**config.mk**
```make
export PLATFORM = sky130hd
export DESIGN_NAME = go_clock_ctrl
export DESIGN_NICKNAME = d
export VERILOG_FILES = /design/src/rtl/go_clock_ctrl.sv
export SDC_FILE = /design/constraint.sdc
export NUM_CORES = 1
export LEC_CHECK = 0
export ABC_AREA = 1
export CAP_MARGIN = 20
export CORE_MARGIN = 8
export CORE_UTILIZATION = 50
export CTS_BUF_LIST = sky130_fd_sc_hd__clkbuf_4
export CTS_CLUSTER_SIZE = 24
export DETAILED_ROUTE_END_ITERATION = 6
export GPL_ROUTABILITY_DRIVEN = 0
export PLACE_DENSITY = 0.73
export SLEW_MARGIN = 10
export SYNTH_ARGS = -nofsm -noshare
export SYNTH_HDL_FRONTEND = slang
export SYNTH_SLANG_ARGS = --single-unit
```
**constraint.sdc**
```tcl
create_clock -name clk -period 3.8 [get_ports clk]
set_input_delay 0.38 -clock clk [delete_from_list [all_inputs] [get_ports clk]]
set_output_delay 0.38 -clock clk [all_outputs]
set_load 0.01 [all_outputs]
```
**src/rtl/go_clock_ctrl.sv**
```systemverilog
// go_clock_ctrl: two-player Go game clock with main time followed by Japanese byoyomi periods.
module go_clock_ctrl #(
    parameter int unsigned MAIN_TIME   = 600,
    parameter int unsigned BYO_TIME    = 30,
    parameter int unsigned BYO_PERIODS = 3
) (
    input  logic        clk,
    input  logic        rst_n,
    input  logic        sec_src,
    input  logic        start,
    input  logic        move_done,
    input  logic        pause,
    input  logic        resume,
    output logic [11:0] time_black,
    output logic [11:0] time_white,
    output logic [3:0]  periods_black,
    output logic [3:0]  periods_white,
    output logic        byo_black,
    output logic        byo_white,
    output logic        active,
    output logic        running,
    output logic        paused,
    output logic        timeout,
    output logic        loser,
    output logic        beep_en
);

    localparam int unsigned TW         = 12;
    localparam int unsigned PW         = 4;
    localparam int unsigned BEEP_LIMIT = 10;

    localparam logic [TW-1:0] MAIN_INIT = TW'(MAIN_TIME);
    localparam logic [TW-1:0] BYO_INIT  = TW'(BYO_TIME);
    localparam logic [PW-1:0] PER_INIT  = PW'(BYO_PERIODS);
    localparam logic [TW-1:0] BEEP_MAX  = TW'(BEEP_LIMIT);
    localparam logic [TW-1:0] ONE_SEC   = TW'(1);
    localparam logic [PW-1:0] ONE_PER   = PW'(1);

    typedef enum logic [1:0] {
        IDLE    = 2'd0,
        RUN     = 2'd1,
        PAUSED  = 2'd2,
        TIMEOUT = 2'd3
    } state_t;

    state_t state_q, state_d;

    // Per-player counters, index 0 = black, 1 = white.
    logic [1:0][TW-1:0] tm_q,  tm_d;
    logic [1:0][PW-1:0] per_q, per_d;
    logic [1:0]         byo_q, byo_d;
    logic               active_q,  active_d;
    logic               loser_q,   loser_d;
    logic               running_q, running_d;
    logic               paused_q,  paused_d;
    logic               timeout_q, timeout_d;
    logic               beep_q,    beep_d;

    // sec_src synchroniser and edge-detect history.
    logic sync1_q, sync1_d;
    logic sync2_q, sync2_d;
    logic sec_prev_q, sec_prev_d;
    logic tick_c;

    // Working signals of the game logic.
    logic mover;
    logic timed_out;

    // Two-flop synchroniser followed by one history flop for rising-edge detection.
    always_comb begin
        sync1_d    = sec_src;
        sync2_d    = sync1_q;
        sec_prev_d = sync2_q;
    end

    assign tick_c = sync2_q & ~sec_prev_q;

    // Synchroniser registers.
    always_ff @(posedge clk or negedge rst_n) begin
        if (!rst_n) begin
            sync1_q    <= 1'b0;
            sync2_q    <= 1'b0;
            sec_prev_q <= 1'b0;
        end else begin
            sync1_q    <= sync1_d;
            sync2_q    <= sync2_d;
            sec_prev_q <= sec_prev_d;
        end
    end

    // Next-state and counter logic: tick on the mover first, then move hand-over, then pause.
    always_comb begin
        state_d   = state_q;
        tm_d      = tm_q;
        per_d     = per_q;
        byo_d     = byo_q;
        active_d  = active_q;
        loser_d   = loser_q;
        mover     = active_q;
        timed_out = 1'b0;

        case (state_q)
            IDLE, TIMEOUT: begin
                if (start) begin
                    tm_d     = {MAIN_INIT, MAIN_INIT};
                    per_d    = {PER_INIT, PER_INIT};
                    byo_d    = 2'b00;
                    active_d = 1'b0;
                    loser_d  = 1'b0;
                    state_d  = RUN;
                end
            end

            RUN: begin
                if (tick_c) begin
                    if (tm_q[mover] > ONE_SEC) begin
                        tm_d[mover] = tm_q[mover] - ONE_SEC;
                    end else if (!byo_q[mover]) begin
                        // Main time exhausted: enter byoyomi, or lose if there is none.
                        if (BYO_PERIODS == 0) begin
                            tm_d[mover] = '0;
                            timed_out   = 1'b1;
                        end else begin
                            tm_d[mover]  = BYO_INIT;
                            byo_d[mover] = 1'b1;
                        end
                    end else if (per_q[mover] == ONE_PER) begin
                        per_d[mover] = '0;
                        tm_d[mover]  = '0;
                        timed_out    = 1'b1;
                    end else begin
                        per_d[mover] = per_q[mover] - ONE_PER;
                        tm_d[mover]  = BYO_INIT;
                    end
                end

                if (timed_out) begin
                    state_d = TIMEOUT;
                    loser_d = mover;
                end else begin
                    if (move_done) begin
                        // A completed move in byoyomi restores the full period.
                        if (byo_d[mover]) begin
                            tm_d[mover] = BYO_INIT;
                        end
                        active_d = ~mover;
                    end
                    if (pause) begin
                        state_d = PAUSED;
                    end
                end
            end

            PAUSED: begin
                if (resume) begin
                    state_d = RUN;
                end
            end

            default: begin
                state_d = IDLE;
            end
        endcase
    end

    // Status flags follow the next state so every output changes on the same edge.
    always_comb begin
        running_d = (state_d == RUN);
        paused_d  = (state_d == PAUSED);
        timeout_d = (state_d == TIMEOUT);
        beep_d    = (state_d == RUN) && byo_d[active_d] && (tm_d[active_d] <= BEEP_MAX);
    end

    // Game state registers.
    always_ff @(posedge clk or negedge rst_n) begin
        if (!rst_n) begin
            state_q   <= IDLE;
            tm_q      <= {MAIN_INIT, MAIN_INIT};
            per_q     <= {PER_INIT, PER_INIT};
            byo_q     <= 2'b00;
            active_q  <= 1'b0;
            loser_q   <= 1'b0;
            running_q <= 1'b0;
            paused_q  <= 1'b0;
            timeout_q <= 1'b0;
            beep_q    <= 1'b0;
        end else begin
            state_q   <= state_d;
            tm_q      <= tm_d;
            per_q     <= per_d;
            byo_q     <= byo_d;
            active_q  <= active_d;
            loser_q   <= loser_d;
            running_q <= running_d;
            paused_q  <= paused_d;
            timeout_q <= timeout_d;
            beep_q    <= beep_d;
        end
    end

    assign time_black    = tm_q[0];
    assign time_white    = tm_q[1];
    assign periods_black = per_q[0];
    assign periods_white = per_q[1];
    assign byo_black     = byo_q[0];
    assign byo_white     = byo_q[1];
    assign active        = active_q;
    assign running       = running_q;
    assign paused        = paused_q;
    assign timeout       = timeout_q;
    assign loser         = loser_q;
    assign beep_en       = beep_q;

endmodule

```
==> impl_metrics.tcl <==
set metrics [dict create \
    gr-usage-all-layers_pct 23.2 \
    clkTransAtPathRegs_ns 0.15 \
    path_common_cell "nand2_1" \
    layout-drive-gt1-share_pct 12.7 \
    die-area_um2 10600 \
    die_h_um 103 \
    io_pins 47 \
    dr.pass1.iters 6 \
    p_per_area_nw_per_um2 934 \
    antenna_cells 0 \
    run_status "finished, final reports clean" \
    fp.coreArea_um2 7290 \
    async_flop_share_pct 100 \
    drc_errors 0 \
    setup_viol 0 \
    cpPeakStageDelay_ns 0.44 \
    synth-edff-count 0 \
    r2r_cells 21 \
    cts_sinks 45 \
    cts.htree.levels 2 \
    crit_type "flop to flop" \
    ir_drop_mv 0.505 \
    path_cells "inv_1, o21ai_1, inv_1, ha_1, nor2_1, nor2_1, nand2_1, nor2_4, nand4_2, nand2_2, inv_2, nand3_4, nand2_1, nand2_1, a21oi_2, nand2_1, nor2_1, nand2_1, nand2_1, nand2_1, nor2_1" \
    synth_seq_area_share_pct 30.1 \
    path_depth 21 \
    drv_slew 0 \
    cts_tree "built" \
    tightest_slew_ns 0.614 \
    netlist_instances 578 \
    postRouteAntennaNets 0 \
    hold_violations 0 \
    grt_max_degree 46 \
    r2r_setup_slack_ns 0.47 \
    num_vias 4061 \
    yosys_warnings 0 \
    drv_cap 0 \
    required_ns 4.12 \
    clk-insertion-delay-late_ns 0.38 \
    clockRootBuffer "clkbuf_4" \
    rr_endpoint "beep_en$_DFF_PN0_" \
    synthesis.area_um2 3790 \
    totalWireLength_mm 11.7 \
    post-route-period-util_pct 87.5 \
    clock_path_buffers 2 \
    numCtsBuffers 5 \
    crit_family "simple AND/OR/NAND/NOR gates" \
    cp-start-kind "flop" \
    hold_class "flop to flop" \
    endpoint "beep_en$_DFF_PN0_" \
    nets 632 \
    first_iter_violations 555 \
    grt_pass1_vias 3805 \
    grt_pass1_wl_mm 19.3 \
    viasPerCell 5.65 \
    layout_common_cells "193 x nand2_1, 75 x inv_1, 47 x nor2_1" \
    area_delta_synth_final_pct 15.0 \
    fp.dieW_um 103 \
    crit_fanout 16 \
    endpoint_kind "flop" \
    finish.utilization_pct 59.7 \
    dp_hpwl_mm 8.74 \
    r2r-start "time_black[0]$_DFF_PN0_" \
    finClkSkew_ns 0.0173 \
    critPathBufInv 3 \
    syn_nets 591 \
    layout_commonest_cell "nand2_1" \
    synth-seq-cells 45 \
    grt_overflow_total 0 \
    period_needed_ns 3.33 \
    cp-startpoint "time_black[0]$_DFF_PN0_" \
    numPortBuffers 46 \
    p_leak_nw 2.20 \
    start_util_pct 51.9 \
    timing.setup.tns_ns 0 \
    max_freq_mhz 301 \
    post_cts_resized 0 \
    synth_cell_types 47 \
    crit_slowest_cell "dfrtp_1" \
    avgRoutedWirePerCell_um 16.2 \
    grt_setup_unrepaired "no" \
    syn_avg_cell_area_um2 6.55 \
    antenna_found_initial 0 \
    rows 31 \
    worstPathArrival_ns 3.65 \
    synth_flop_cell "dfrtp_1" \
    maxSlewHeadroom_pct 59.1 \
]
## kinds of logic after synthesis
family          after synthesis  share of synthesized area (%)
simple gates                327                           39.6
buf+inv                      99                           11.8
compound gates               95                           15.1
flops                        45                           30.1
xor+xnor                      6                           1.39
fa+ha+maj                     6                           1.98
## where the power goes
group,switching (mW),total (mW),internal [mW]
clock,0.168,0.246,0.0778
combinational,1.89,2.91,1.02
sequential,0.192,0.912,0.721
## per-layer routing
layer	up-vias	share of wire, %	track usage, %
li1	1921	-	-
met5	-	0	0
met3	39	10	4.59
met1	1852	43	31.3
met4	0	3.4	9.79
met2	249	43	35.2
## cell type report
class / instances / area [um2]
Clock buffer: 6 / 45.0
Clock inverter: 2 / 11.3
Fill cell: 719 / 2940
Inverter: 81 / 309
Multi-Input combinational cell: 434 / 2200
Sequential cell: 45 / 1140
Tap cell: 99 / 124
Timing Repair Buffer: 52 / 523
## Yosys cell counts (5+ instances only)
cell type    n  share of area [%]
nand2_2     20                3.3
clkbuf_1     8               0.79
nand3_2      8                2.1
nand2_1    193                 19
ha_1         6                2.0
dfstp_2     12                8.3
nand3_1     34                4.5
dfrtp_1     33                 22
o21ai_1      7               0.92
a21oi_1     17                2.2
o21ai_0     34                4.5
nor2_1      47                4.7
nand4_1      7                1.2
a22oi_1      5               0.99
a31oi_1      8                1.3
a21oi_2      5                1.2
inv_1       75                7.4
## flip-flops by register name, summed over array words and instances (netlist names)
signal / flops
beep_en: 1
state_q: 2
time_white: 12
time_black: 12
loser: 1
sec_prev_q: 1
byo_q: 2
periods_black: 4
timeout: 1
active: 1
paused: 1
running: 1
sync1_q: 1
periods_white: 4
sec_prev_d: 1
## worst reg2reg max path, delay by kind of cell, from the launching register on
kind                       cells  cell delay (ns)
buffers and inverters          3             0.49
DFF                            1             0.44
and+or+nand+nor               15             1.67
adders and majority gates      1             0.27
AOI/OAI and AO/OA              2             0.41
## how the worst min path moves through the flow
stage                                 start                    to  slack (ns)  cells after the start
after floorplan                       rst_n      active$_DFF_PN0_        0.08                      0
after global placement    sync1_q$_DFF_PN0_  sec_prev_d$_DFF_PN0_        0.34                      0
after detailed placement  sync1_q$_DFF_PN0_  sec_prev_d$_DFF_PN0_        0.34                      0
after CTS                             rst_n     running$_DFF_PN0_        0.18                      1
after global routing      sync1_q$_DFF_PN0_  sec_prev_d$_DFF_PN0_        0.40                      0
final                     sync1_q$_DFF_PN0_  sec_prev_d$_DFF_PN0_        0.37                      0
## per-stage QoR
step	cells	power, mW	cell area (um2)	setup WS [ns]	hold slack [ns]
final	719	4.07	4350	0.473	0.373
after floorplan	578	2.89	3790	0.760	0.0844
after global routing	719	4.43	4350	0.144	0.397
after detailed placement	709	3.75	4260	0.585	0.342
after CTS	717	4.02	4320	0.520	0.177
after global placement	709	3.73	4260	0.671	0.341
## repair_timing
action / CTS / global route
hold buffers: 0 / 1
buffers inserted: 0 / 0
hold endpoints to repair: 0 / 6
No activity file was read; power rests on OpenSTA's default activity.
